**src/rtl/run_count_pkg.sv**
```systemverilog
// Shared types for the run-of-ones sequencing controller.
package run_count_pkg;

   localparam int DEFAULT_WIDTH = 8;

   typedef enum logic [1:0] {
      IDLE,
      SHIFT,
      DRAIN,
      DONE
   } SchedState;

endpackage

```
**src/rtl/run_count_sched_if.sv**
```systemverilog
// Word-in / count-out handshake bundle between producer, controller and consumer.
interface run_count_sched_if
   import run_count_pkg::*;
#(
   parameter int WIDTH = DEFAULT_WIDTH
);
   localparam int CNT_W = $clog2(WIDTH + 1);

   logic             inValid;
   logic             inReady;
   logic [WIDTH-1:0] inData;
   logic             outValid;
   logic             outReady;
   logic [CNT_W-1:0] outCount;

   modport master (
      output inValid,
      output inData,
      output outReady,
      input  inReady,
      input  outValid,
      input  outCount
   );

   modport slave (
      input  inValid,
      input  inData,
      input  outReady,
      output inReady,
      output outValid,
      output outCount
   );

endinterface

```
**src/rtl/run_count_sched_word_serializer.sv**
```systemverilog
// Loadable MSB-first shift register with a bit index and a last-bit flag.
module word_serializer
   import run_count_pkg::*;
#(
   parameter int WIDTH = DEFAULT_WIDTH,
   parameter int IDX_W = $clog2(WIDTH)
)
(
   input  logic             clk,
   input  logic             rst,
   input  logic             load,
   input  logic             shift,
   input  logic [WIDTH-1:0] data,
   output logic             msb,
   output logic             last,
   output logic [IDX_W-1:0] bitIdx
);

   logic [WIDTH-1:0] shiftReg;

   // Load wins over shift; the controller never asserts both together.
   always_ff @(posedge clk or posedge rst) begin
      if (rst) begin
         shiftReg <= '0;
         bitIdx   <= '0;
      end else if (load) begin
         shiftReg <= data;
         bitIdx   <= '0;
      end else if (shift) begin
         shiftReg <= {shiftReg[WIDTH-2:0], 1'b0};
         bitIdx   <= bitIdx + IDX_W'(1);
      end
   end

   assign msb  = shiftReg[WIDTH-1];
   assign last = (bitIdx == IDX_W'(WIDTH - 1));

endmodule

```
**src/rtl/run_count_sched.sv**
```systemverilog
// Feeds words bit-serially into the external run detector and reports how
// many detector pulses each word produced.
module run_count_sched
   import run_count_pkg::*;
#(
   parameter int WIDTH = DEFAULT_WIDTH
)
(
   input  logic             clk,
   input  logic             rst,
   run_count_sched_if.slave bus,
   output logic             detIn,
   input  logic             detOut
);

   localparam int CNT_W = $clog2(WIDTH + 1);
   localparam int IDX_W = $clog2(WIDTH);
   localparam logic [CNT_W-1:0] CNT_MAX = '1;

   SchedState        state;
   logic             inReadyReg;
   logic             outValidReg;
   logic [CNT_W-1:0] count;

   logic             load;
   logic             shift;
   logic             msb;
   logic             last;
   logic [IDX_W-1:0] bitIdx;

   function automatic logic [CNT_W-1:0] satAdd(input logic [CNT_W-1:0] c,
                                               input logic pulse);
      if (pulse && (c != CNT_MAX))
         return c + CNT_W'(1);
      return c;
   endfunction

   assign load  = (state == IDLE) && bus.inValid;
   assign shift = (state == SHIFT);

   word_serializer #(
      .WIDTH (WIDTH),
      .IDX_W (IDX_W)
   ) u_serializer (
      .clk    (clk),
      .rst    (rst),
      .load   (load),
      .shift  (shift),
      .data   (bus.inData),
      .msb    (msb),
      .last   (last),
      .bitIdx (bitIdx)
   );

   // detOut lags detIn by one cycle, so the first SHIFT cycle still sees the
   // idle response and is skipped; DRAIN picks up the response to the last bit.
   always_ff @(posedge clk or posedge rst) begin
      if (rst) begin
         state       <= IDLE;
         inReadyReg  <= 1'b1;
         outValidReg <= 1'b0;
         count       <= '0;
      end else begin
         case (state)
            IDLE: begin
               if (bus.inValid) begin
                  state      <= SHIFT;
                  inReadyReg <= 1'b0;
                  count      <= '0;
               end
            end
            SHIFT: begin
               if (bitIdx != '0)
                  count <= satAdd(count, detOut);
               if (last)
                  state <= DRAIN;
            end
            DRAIN: begin
               count       <= satAdd(count, detOut);
               state       <= DONE;
               outValidReg <= 1'b1;
            end
            DONE: begin
               if (bus.outReady) begin
                  state       <= IDLE;
                  outValidReg <= 1'b0;
                  inReadyReg  <= 1'b1;
               end
            end
            default: begin
               state       <= IDLE;
               inReadyReg  <= 1'b1;
               outValidReg <= 1'b0;
            end
         endcase
      end
   end

   // Outside SHIFT the detector sees 0, which parks it in its idle state.
   assign detIn        = (state == SHIFT) && msb;
   assign bus.inReady  = inReadyReg;
   assign bus.outValid = outValidReg;
   assign bus.outCount = count;

endmodule

```
**src/flat_wrapper.sv**
```systemverilog
// flat-port wrapper written by rule: the top's interface ports become plain ports
module run_count_sched_flat import run_count_pkg::*;
#(
   parameter int WIDTH = DEFAULT_WIDTH
)
  (clk, rst, detIn, detOut, bus_inValid, bus_inData, bus_outReady, bus_inReady, bus_outValid, bus_outCount);
  run_count_sched_if #(.WIDTH(WIDTH)) bus_i ();
  input  logic clk;
  input  logic rst;
  output logic detIn;
  input  logic detOut;
  input wire logic [$bits(bus_i.inValid)-1:0] bus_inValid;
  input wire logic [$bits(bus_i.inData)-1:0] bus_inData;
  input wire logic [$bits(bus_i.outReady)-1:0] bus_outReady;
  output wire logic [$bits(bus_i.inReady)-1:0] bus_inReady;
  output wire logic [$bits(bus_i.outValid)-1:0] bus_outValid;
  output wire logic [$bits(bus_i.outCount)-1:0] bus_outCount;
  assign bus_i.inValid = bus_inValid;
  assign bus_i.inData = bus_inData;
  assign bus_i.outReady = bus_outReady;
  assign bus_inReady = bus_i.inReady;
  assign bus_outValid = bus_i.outValid;
  assign bus_outCount = bus_i.outCount;
  run_count_sched #(.WIDTH(WIDTH)) u_core (.clk(clk), .rst(rst), .bus(bus_i), .detIn(detIn), .detOut(detOut));
endmodule
```
**config.mk**
```make
export PLATFORM = sky130hd
export DESIGN_NAME = run_count_sched_flat
export DESIGN_NICKNAME = d
export VERILOG_FILES = /design/src/rtl/run_count_pkg.sv /design/src/rtl/run_count_sched_if.sv /design/src/rtl/run_count_sched_word_serializer.sv /design/src/rtl/run_count_sched.sv /design/src/flat_wrapper.sv
export SDC_FILE = /design/constraint.sdc
export NUM_CORES = 1
export LEC_CHECK = 0
export BUFFER_PORTS_ARGS = -buffer_cell sky130_fd_sc_hd__buf_4
export CAP_MARGIN = 20
export CORE_ASPECT_RATIO = 0.75
export CORE_MARGIN = 2
export CORE_UTILIZATION = 53
export CTS_CLUSTER_DIAMETER = 150
export CTS_CLUSTER_SIZE = 25
export DETAILED_ROUTE_END_ITERATION = 6
export GPL_ROUTABILITY_DRIVEN = 0
export PLACE_DENSITY = 0.82
export SLEW_MARGIN = 20
export SYNTH_ARGS = -nofsm -noshare
export SYNTH_HDL_FRONTEND = slang
export SYNTH_SLANG_ARGS = --single-unit
```
**constraint.sdc**
```tcl
create_clock -name clk -period 2.4 [get_ports clk]
set_input_delay 0.72 -clock clk [delete_from_list [all_inputs] [get_ports clk]]
set_output_delay 0.72 -clock clk [all_outputs]
set_load 0.02 [all_outputs]
```
Yosys cells after proc, flatten, opt, wreduce, memory -nomap -nowiden
Index checks and enable logic that the tools add are counted.
{ "word_totals": {"reg_bits": 19, "word_cells": 55, "output_inout_bits": 7, "in_bits": 13} }
{ "op_classes": {"muxes": 23, "n_addsub": 2, "n_reduce_logical": 13, "eq_ne": 11} }
{ "op_table": {"columns": ["cell", "n"], "rows": [
  ["$mux 4", 5],
  ["$mux 8", 2],
  ["$pmux 4 s3", 1],
  ["$ne 2x2->1 const B", 5],
  ["$pmux 2 s4", 1],
  ["$mux 1", 7],
  ["$mux 2", 3],
  ["$mux 3", 2],
  ["$reduce_and 3->1", 2],
  ["$reduce_bool 2->1", 3],
  ["$reduce_bool 3->1", 2],
  ["$reduce_and 5->1", 1],
  ["$add 4x1->4 const B", 1],
  ["$eq 2x2->1 const B", 2],
  ["$ne 4x4->1 const B", 1],
  ["$pmux 1 s2", 2],
  ["$add 3x1->3 const B", 1],
  ["$eq 3x3->1 const B", 1],
  ["$logic_and 1x1->1", 3],
  ["$eq 2x1->1 const B", 1],
  ["$logic_not 2->1", 1],
  ["$ne 2x1->1 const B", 1],
  ["$reduce_and 2->1", 1]
]} }

Logic depth before layout (Yosys ltp)
Gate-level depths: netlist (run 1).
{ "logic_depth": {"ltp_word": 8, "mapped_depth": 7, "mapped_depth_nobuf": 6} }

Cells and area by module
A second synthesis (run 1) with hierarchy kept.
{ "hier_totals": {"hier_cells": 104, "hier_area_um2": 1033.5} }
{ "modules_own_cells": {"columns": ["mod", "n_inst", "cells_each", "area_each_um2"], "rows": [
  ["run_count_sched", 1, 58, 521.8],
  ["word_serializer", 1, 46, 511.7]
]} }

Least setup slack after synthesis (run 1)
Ideal clock, no wire load.
{ "synth_path": {"kind": "register -> output", "startpoint": "register u_core.state[1]", "endpoint": "output port detIn", "stages_incl_launch_ff": 6, "arrival_time_ps": 1242, "n_path_buf": 2, "required_ps": 1680, "slack_ps": 438, "path_cell_list": "dfrtp_1 -> inv_1 -> ha_1 -> buf_6 -> buf_2 -> and2_1"} }
{ "synth_via": {"elab_chain_len": 2} }
{ "synth_lines": {"columns": ["element", "line", "source"], "rows": [
  ["start: declaration", "run_count_sched.sv:20", "SchedState state;"],
  ["start signal: assignment", "run_count_sched.sv:59", "state <= IDLE;"],
  ["start signal: assignment", "run_count_sched.sv:67", "state <= SHIFT;"],
  ["start signal: assignment", "run_count_sched.sv:76", "state <= DRAIN;"],
  ["$eq 2x1->1", "run_count_sched.sv:100", "assign detIn = (state == SHIFT) && msb;"],
  ["$logic_and 1x1->1", "run_count_sched.sv:100", null],
  ["end: declaration", "flat_wrapper.sv:10", "output logic detIn;"]
]} }
Every way passes these cells.

Worst setup path in the final report (run 1)
Same ends and word-level chain as after synthesis.

==> reports/summary.txt, run 1 <==
Most area-hungry cell type in the Yosys netlist - dfrtp_1
MaxCap Viol Count - 0
Worst r2r dst - u_core.bus.outCount[3]
Mux cell area share after synthesis - 0.0875
Die ar. - 0.00232 sq mm
Total Power - 0.00151 W
XOR/XNOR Fraction of Synth Area - 0.00851
Die width - 54.9 microns
Synth top area share - 0.437
Initial Util - 0.581
Drt via density - 5.37
First-pass GRT wire length - 3.51 mm
Total CTS buffers - 3
Post-CTS setup buffer count - 0
GRT Total Usage - 0.214
Max incr delay on CP - 0.42 ns
FF+latch count, synth - 19
Synthesized Nets - 127
Cell area after synthesis - 0.00103 sq mm
Setup TNS - 0 ns
Largest net degree at the start of global routing - 21
Final instance area - 0.00121 sq mm
Layout cell share with drive strength beyond 1 - 0.208
Post-route ant nets - 0
Latest clock arrival within the worst-skew pair - 0.31 ns
Post-Synthesis Cells - 105
Clock share of power - 0.111
Hold-fix buffers at CTS - 0
Via count - 790
Maximum clock path buffer count - 2
Clock Skews - 0.00465 ns
Hold WS - 0.512 ns
RSZ-0062 raised after global routing - no
Fin crit share - 0.912
Fin util - 0.684
Row count - 13
Post-synthesis adder-cell area fraction - 0.109
Critical-path cell list - inv_1, ha_2, and2_1, buf_4
CP startpoint kind - flop
Combinational family with the most area after synthesis - compound AO/OA/AOI/OAI gates
Sequential fraction of design power - 0.376
Slew Viols, Final - 0
FMAX - 0.457 GHz
Number of global-route vias before repair - 799
Post-Synth Simple-Gate Area - 0.131
Busiest grt layer - met2
Sw Share - 0.421
CTS tree - built
DP Area - 0.00118 sq mm
Met1 usage - 0.263
Required @ worst endpoint - 1.68 ns
Max_slew headroom - 0.530
Synth unique cells - 23
Area Growth Syn to Fin - 17.7%
ANT cells - 0
Drc violations - 0
Crit end category - output port
Outcome - finished clean
Most frequent cells in the layout - buf_4, o21ai_0, dfrtp_1
FF-to-FF path depth - 6
Pleak - 0.571 nW
Syn. warnings - 0
I/O pins - 20
Minimum clock period - 2.19 ns
GRT Residual Overflow - 0
Fin nets - 148
Cell Int Power - 0.000876 W
Post-CTS sizing - 0
Net switching power - 0.000638 W
Root Driver - clkbuf_4
Core Area - 0.00177 sq mm
Slowest stage cell, crit path - dfrtp_1
CP Depth - 4
Sequential fraction of the synthesis area - 0.463
Post-DP HPWL - 1.45 mm
Hold Path Class - input pin to asynchronous set/reset pin
Final Setup Violations - 0
Wirelength per Cell - 13.3 microns
Critical path fanouts, max - 9
Reg-to-reg slack, setup - 0.49 ns
Die Y - 42.2 microns
Number of DRC markers in iteration 0 - 18
Compound-Gate Fraction of Synth Area - 0.141
Combinational share of power - 0.513
H-tree Lvls - 1
Pwr dens - 1250 mW/mm^2
Average instance area after synthesis - 9.81 sq um
Grt met2 use - 0.326
Reg clk slew, reported paths - 0.11 ns
Largest delay share family, worst path - flip-flops
CP bufs+invs - 2
Data arrival time of the critical path - 1.47 ns
Least-Margin Pin Slew - 0.704 ns
Synth top area cells - dfrtp_1, ha_1, o21ai_0
Initial antenna violation count - 0
Max IR drop VDD - 707 uV
Num Clock Sinks - 19
Count of final hold-check violations - 0
WS Path Type - flop to output port
R2r startpoint - u_core.state[0]
IO Port Bufs - 19
Total routed wirelength - 1.95 mm
Drt pass-1 iters - 4
Met3 Use GR - 0.0857
Commonest non-fill, non-tap cell in the layout - buf_4
kinds of logic after synthesis:
kind of cell / count (synthesis)
XOR/XNOR: 1
multiplexers: 9
AND/OR/NAND/NOR: 27
buffers and inverters: 14
adder cells (fa/ha/maj): 9
AO/OA/AOI/OAI: 26
flip-flops: 19
synthesized netlist by cell type (all sizes together):
| library cell | number |
|---|---|
| a221oi | 1 |
| inv | 10 |
| a311o | 1 |
| nor2b | 1 |
| nor2 | 4 |
| o211ai | 1 |
| and2 | 3 |
| nand2 | 10 |
| o311ai | 1 |
| nand3b | 2 |
| xnor2 | 1 |
| buf | 2 |
| dfstp | 1 |
| clkbuf | 2 |
| dfrtp | 18 |
| nand2b | 3 |
| a21oi | 3 |
| ha | 9 |
| nand3 | 3 |
| o21ai | 19 |
| mux2i | 9 |
| or2 | 1 |
metrics by stage:
step,setup slack (ns),cells
floorplan,0.438,105
global placement,0.520,143
detailed placement,0.467,143
CTS,0.107,147
global route,0.100,147
finish,0.212,147
metal layers:
layer,vias up,share of wire,wire [microns]
li1,396,-,-
met1,373,0.46,894
met2,16,0.47,921
met3,5,0.049,95
met4,0,0.019,38
met5,-,0,0
worst max path at each step:
stage / startpoint / to / slack [ns]
global placement: u_core.state[1] / detIn / 0.52
CTS: u_core.state[1] / detIn / 0.11
global route: u_core.state[1] / detIn / 0.1
detailed placement: u_core.state[1] / detIn / 0.47
finish: u_core.state[1] / detIn / 0.21
floorplan: u_core.state[1] / detIn / 0.44
worst register-to-register path: stages (launching register included):
cell,delay (ns)
dfrtp_1,0.41
inv_1,0.10
ha_1,0.22
nor2b_1,0.16
a311o_1,0.37
or2_4,0.26
o311ai_1,0.29
power groups by stage:
| stage | Combinational [W] | Sequential [W] | Clock (W) |
|---|---|---|---|
| floorplan | 0.000542 | 0.000588 | 0 |
| global placement | 0.000729 | 0.000564 | 0 |
| detailed placement | 0.000763 | 0.000573 | 0 |
| CTS | 0.000772 | 0.000567 | 0.000174 |
| global route | 0.000872 | 0.000589 | 0.000188 |
| finish | 0.000777 | 0.000569 | 0.000169 |
layout make-up:
| class | instances | area [sq um] |
|---|---|---|
| Fill cell | 149 | 561 |
| Multi-Input combinational cell | 72 | 494 |
| Sequential cell | 19 | 477 |
| Timing Repair Buffer | 20 | 150 |
| Inverter | 10 | 37.5 |
| Tap cell | 22 | 27.5 |
| Clock buffer | 4 | 26.3 |
sequential cells by signal, summed over array words and instances, names as in the netlist:
signal                        count
u_core.bus.outValid               1
u_core.bus.outCount               4
u_core.state                      2
u_core.bus.inReady                1
u_core.u_serializer.shiftReg      8
u_core.u_serializer.bitIdx        3
Note: power is estimated with default switching activity, not from simulation.
==> inputs of run 2 (changes only) <==
CORE_UTILIZATION = 55   (was 53)
PLACE_DENSITY = 0.84   (was 0.82)
clock period = 2.7 ns   (was 2.4 ns; I/O delays follow)
==> run 2 against run 1 <==
Die area shrank 3.3%. Combinational power is 11% lower. Critical path depth unchanged. Routed wire length increased by 2.2%. Critical path type unchanged. Largest power group unchanged.
==> reports/summary.txt, run 2 (synthesis results as in run 1) <==
Outcome - finished clean
Root Driver - clkbuf_4
Filler cells - 149 (unchanged)
Count of final hold-check violations - 0 (unchanged)
Setup TNS - 0 ns (unchanged)
Sequential fraction of design power - 0.378 (+0.002)
Register area - 477 sq um (unchanged)
Hold Path Class - flop to flop
H-tree Lvls - 1 (unchanged)
IO Port Bufs - 19 (unchanged)
CTS tree - built
Clock share of power - 0.108 (-0.003)
Commonest non-fill, non-tap cell in the layout - buf_4
Fin nets - 148 (unchanged)
Post-DP HPWL - 1.51 mm (+4.2%)
Crit end category - output port
GRT Residual Overflow - 0 (unchanged)
Minimum clock period - 2.33 ns
Worst r2r dst - u_core.bus.outCount[3]
Total CTS buffers - 3 (unchanged)
Drt pass-1 iters - 4 (unchanged)
Crit. Startpoint - u_core.state[1]
Largest reg by FF count - u_core.u_serializer.shiftReg
Reg clk slew, reported paths - 0.11 ns (about the same)
CP startpoint kind - flop
Core Area - 0.00174 sq mm (-1.8%)
Clock Skews - 0.00355 ns (-0.00110 ns)
Via count - 760 (-3.8%)
Max reg flops - 8 (unchanged)
Die ar. - 0.00224 sq mm (-3.3%)
Number of DRC markers in iteration 0 - 25 (+7)
Least-Margin Pin Slew - 0.725 ns (+0.0210 ns)
ANT cells - 0 (unchanged)
MaxCap Viol Count - 0 (unchanged)
Final Setup Violations - 0 (unchanged)
Die width - 54.0 microns (-1.7%)
Pwr dens - 1110 mW/mm^2 (-11%)
Total Power - 0.00134 W (-12%)
Post-CTS sizing - 0 (unchanged)
Initial Util - 0.592 (+0.0109)
Required @ worst endpoint - 1.89 ns (+0.21 ns)
Cell Int Power - 0.000771 W (-12%)
Pleak - 0.575 nW (+0.75%)
Number of global-route vias before repair - 781 (-2.3%)
Data arrival time of the critical path - 1.52 ns (+0.05 ns)
Post-route ant nets - 0 (unchanged)
Drt via density - 5.17 (-3.8%)
Post-CTS setup buffer count - 0 (unchanged)
HP Start - u_core.bus.outValid
Largest net degree at the start of global routing - 21 (unchanged)
DP Worst Slack - 0.706 ns (+0.239 ns)
FMAX - 0.429 GHz
Num Clock Sinks - 19 (unchanged)
Die Y - 41.5 microns (-1.7%)
Area Growth Syn to Fin - 17.6%
Crit path capture - detIn
Layout cell share with drive strength beyond 1 - 0.208 (unchanged)
GRT Total Usage - 0.211 (-0.00245)
Critical path fanouts, max - 8 (-1)
Worst Slack Setup Final - 0.370 ns (+0.158 ns)
Initial antenna violation count - 0 (unchanged)
Max IR drop VDD - 685 uV (-3.1%)
Drc violations - 0 (unchanged)
Row count - 13 (unchanged)
Combinational share of power - 0.514 (about the same)
Total routed wirelength - 1.99 mm (+2.2%)
Most frequent cells in the layout - buf_4, o21ai_0, dfrtp_1
Latest clock arrival within the worst-skew pair - 0.30 ns (about the same)
First-pass GRT wire length - 3.44 mm (-1.8%)
Area of the multi-input gates - 492 sq um (-0.51%)
Net switching power - 0.000568 W (-11%)
Sw Share - 0.424 (+0.00248)
RSZ-0062 raised after global routing - no
Maximum clock path buffer count - 2 (unchanged)
Fin crit share - 0.863
Max_slew headroom - 0.516 (-0.0140)
I/O pins - 20 (unchanged)
R2r startpoint - u_core.state[1]
Slew Viols, Final - 0 (unchanged)
WS Path Type - flop to output port
Reg-to-reg slack, setup - 0.82 ns (+0.33 ns)
Wirelength per Cell - 13.6 microns (+2.2%)
FF-to-FF path depth - 5 (-1)
Hold-fix buffers at CTS - 0 (unchanged)
## run 2: changes by cell type in the layout (fill, tap and decap cells not counted), sizes merged
| cell | delta |
|---|---|
| clkinv | +1 |
| clkbuf | -1 |
## run 2: how the worst min path moves through the flow
stage / slack [ns] / cells past startpoint / end
final: 0.56 / 2 / u_core.bus.outValid
after global routing: 0.59 / 2 / u_core.u_serializer.bitIdx[2]
after CTS: 0.55 / 2 / u_core.bus.outValid
after detailed placement: 0.52 / 2 / u_core.bus.outValid
after global placement: 0.52 / 2 / u_core.bus.outValid
after floorplan: 0.51 / 2 / u_core.u_serializer.bitIdx[1]
## run 2: worst max-delay path, stage by stage, from the launching register on
cell	delay, ns
dfrtp_1	0.41
inv_1	0.11
ha_1	0.38
and2_1	0.18
buf_4	0.14
## run 2: layout make-up
cell class,count,share of cell area
Timing Repair Buffer,20,0.124
Clock inverter,1,0.00413
Sequential cell,19,0.394
Tap cell,22,0.0227
Clock buffer,3,0.0186
Multi-Input combinational cell,72,0.406
Inverter,10,0.0310
## run 2: power by group through the flow
| stage | sequential [W] | combinational (W) | clock [W] |
|---|---|---|---|
| 6_report | 0.000506 | 0.000688 | 0.000145 |
| 5_1_grt | 0.000519 | 0.000776 | 0.000160 |
| 4_1_cts | 0.000504 | 0.000690 | 0.000151 |
| 3_5_place_dp | 0.000511 | 0.000686 | 0 |
| 3_3_place_gp | 0.000500 | 0.000645 | 0 |
| 2_1_floorplan | 0.000523 | 0.000482 | 0 |
## run 2: metrics by stage
step                 util  instance area (sq um)  hold slack (ns)  cells
floorplan               -                   1030            0.513    105
global placement    0.680                   1180            0.520    143
detailed placement  0.680                   1180            0.523    143
CTS                 0.696                   1210            0.551    147
global route        0.696                   1210            0.594    147
finish              0.696                   1210            0.557    147
## run 2: per-layer routing
metal	vias up	part of all wire	global-route usage
met3	0	0.038	0.0755
met2	15	0.47	0.329
li1	394	-	-
met5	-	0	0
met1	351	0.49	0.285
met4	0	0	0.0308
==> inputs of run 3 (changes only) <==
ABC_AREA = 1   (was default)
==> run 3 against run 2 <==
Worst setup slack improved by 0.11 ns. Largest power group unchanged. Combinational power is 9.7% higher. First-iteration DRC count grew 16%. Via count increased by 26%. Clock skew hardly changed. Sequential share of layout area decreased by 1.8 points. Worst hold slack worse by 0.079 ns. Global-route usage is 0.20 points higher. Clock power barely moved. Routed wire length grew 5.8%. Register-to-register slack better by 0.19 ns.
==> reports/summary.txt, run 3 <==
MaxCap Viol Count - 0 (unchanged)
Average instance area after synthesis - 8.16 sq um (-17%)
Most used DFF post-synth - dfrtp_1
Synth top area share - 0.415 (-0.0222)
Slew Viols, Final - 0 (unchanged)
Required @ worst endpoint - 1.89 ns (about the same)
IO Port Bufs - 19 (unchanged)
Fin nets - 178 (+20%)
Die ar. - 0.00235 sq mm (+4.9%)
Most area-hungry cell type in the Yosys netlist - dfrtp_1
Commonest non-fill, non-tap cell in the layout - nand2_1
Post-synth top cells - nand2_1, dfrtp_1, inv_1
CTS tree - built
Post-Synthesis Cells - 133 (+27%)
Fin crit share - 0.823 (-0.0403)
Layout cell share with drive strength beyond 1 - 0.213 (+0.00490)
Clock Skews - 0.00376 ns (+0.000202 ns)
Post-synth ARST share - 1.00 (unchanged)
First-pass GRT wire length - 3.91 mm (+13%)
Post-synth EDFFs - 0 (unchanged)
FMAX - 0.450 GHz (+4.9%)
Reg clk slew, reported paths - 0.10 ns (about the same)
Core Area - 0.00179 sq mm (+2.8%)
Die Y - 42.5 microns (+2.4%)
Setup TNS - 0 ns (unchanged)
Row count - 13 (unchanged)
Sequential fraction of the synthesis area - 0.439 (-0.0235)
Data arrival time of the critical path - 1.41 ns (-0.11 ns)
Wirelength per Cell - 11.9 microns (-12%)
Num Clock Sinks - 19 (unchanged)
Most frequent cells in the layout - nand2_1, buf_4, dfrtp_1
Post-route ant nets - 0 (unchanged)
Number of global-route vias before repair - 858 (+9.9%)
Largest net degree at the start of global routing - 20 (-4.8%)
Pleak - 0.683 nW (+19%)
Final Setup Violations - 0 (unchanged)
Cell area after synthesis - 0.00108 sq mm (+5.3%)
Latest clock arrival within the worst-skew pair - 0.30 ns (about the same)
I/O pins - 20 (unchanged)
Drt pass-1 iters - 4 (unchanged)
Post-CTS setup buffer count - 0 (unchanged)
Max incr delay on CP - 0.42 ns (about the same)
Drc violations - 0 (unchanged)
Pwr dens - 1110 mW/mm^2 (+0.56%)
Drt via density - 5.39 (+4.3%)
Post-CTS sizing - 0 (unchanged)
Initial Util - 0.606 (+0.0146)
ANT cells - 0 (unchanged)
Least-Margin Pin Slew - 0.706 ns (-0.0187 ns)
Count of final hold-check violations - 0 (unchanged)
Total Power - 0.00141 W (+5.4%)
Die width - 55.3 microns (+2.4%)
Minimum clock period - 2.22 ns (-0.109 ns)
FF+latch count, synth - 19 (unchanged)
Max IR drop VDD - 773 uV (+13%)
Area Growth Syn to Fin - 17.1%
WS Path Type - flop to output port
Synth top area cells - dfrtp_1, ha_1, nand2_1
Maximum clock path buffer count - 2 (unchanged)
Hold-fix buffers at CTS - 0 (unchanged)
Crit end category - output port
CP bufs+invs - 4 (+2)
GRT Total Usage - 0.213 (+0.00204)
Largest delay share family, worst path - buffers and inverters
Root Driver - clkbuf_4
Hold Path Class - flop to flop
Total routed wirelength - 2.11 mm (+5.8%)
Synth unique cells - 18 (-22%)
Max_slew headroom - 0.529 (+0.0125)
Largest reg by FF count - u_core.u_serializer.shiftReg
Outcome - finished clean
Number of DRC markers in iteration 0 - 29 (+16%)
Fin util - 0.710 (+0.0139)
Post-DP HPWL - 1.64 mm (+8.6%)
Slowest stage cell, crit path - dfrtp_1
Worst Slack Setup Final - 0.479 ns (+0.109 ns)
Critical path fanouts, max - 12 (+4)
Cell with the most instances after synthesis - nand2_1
Max reg flops - 8 (unchanged)
Total CTS buffers - 3 (unchanged)
Critical-path cell list - inv_1, ha_1, buf_4, nand2_1, inv_1, buf_4
RSZ-0062 raised after global routing - no
DP Worst Slack - 0.802 ns (+0.0961 ns)
Via count - 954 (+26%)
Syn. warnings - 0 (unchanged)
Initial antenna violation count - 0 (unchanged)
H-tree Lvls - 1 (unchanged)
Synthesized Nets - 155 (+22%)
GRT Residual Overflow - 0 (unchanged)
CP startpoint kind - flop
[run 3: changes by cell type after synthesis, moves of 3 or more]
cell / previous run / this run
nand3_1: 3 / 16
mux2i_1: 9 / 0
inv_1: 10 / 17
nand2_2: 0 / 4
and2_1: 3 / 0
o21ai_0: 19 / 13
nor2_1: 4 / 8
nand2_1: 10 / 30
nand2b_1: 3 / 0
a21oi_1: 3 / 7
[run 3: path summary, 6_finish.rpt]
check                           depth (start not counted)                               to  slack (ns)               start
worst max-delay path                                    6                            detIn        0.48     u_core.state[1]
worst min-delay path                                    2               u_core.bus.inReady        0.48  u_core.bus.inReady
worst max register to register                          6  u_core.u_serializer.shiftReg[3]        1.01     u_core.state[0]
worst min register to register                          2               u_core.bus.inReady        0.48  u_core.bus.inReady
max in group asynchronous                               2    u_core.u_serializer.bitIdx[2]        1.64                 rst
min in group asynchronous                               2  u_core.u_serializer.shiftReg[4]        0.62                 rst
[run 3: worst min-delay path, delay by kind of cell, from the launching register on]
| family | cells | cell delay (ns) |
|---|---|---|
| flip-flops | 1 | 0.38 |
| AND/OR/NAND/NOR | 2 | 0.10 |
[run 3: final cells by class]
class | instances | area [sq um]
clock buffer | 4 | 26.3
fill | 149 | 519
inverter | 19 | 71.3
multi-input combinational | 93 | 518
sequential | 19 | 477
tap | 22 | 27.5
timing repair buffer | 20 | 150
[run 3: logic make-up (layout without fill, tap and decap cells)]
group | Yosys count | count (layout) | synth area share
flops | 19 | 19 | 0.439
xor+xnor | 1 | 1 | 0.00808
buf+inv | 21 | 43 | 0.0830
fa+ha+maj | 9 | 9 | 0.104
simple gates | 62 | 62 | 0.262
compound gates | 21 | 21 | 0.104
[run 3: metrics by stage]
step	area (sq um)	std cells	hold WS, ns
after floorplan	1080	133	0.479
after global placement	1240	173	0.457
after detailed placement	1240	173	0.455
after CTS	1270	177	0.478
after global routing	1270	177	0.509
final	1270	177	0.479
[run 3: per-layer routing]
| layer | GRT usage | wire length, microns | vias up |
|---|---|---|---|
| met1 | 0.291 | 990 | 451 |
| met3 | 0.0710 | 120 | 4 |
| met4 | 0.0537 | 19 | 0 |
| met5 | 0 | 0 | - |
| met2 | 0.326 | 976 | 31 |
| li1 | - | - | 468 |
[run 3: power breakdown]
| part | switching (W) | internal (W) | total, W |
|---|---|---|---|
| sequential | 0.0000924 | 0.000420 | 0.000513 |
| combinational | 0.000467 | 0.000289 | 0.000755 |
| clock | 0.0000861 | 0.0000576 | 0.000144 |
| total | 0.000645 | 0.000767 | 0.00141 |
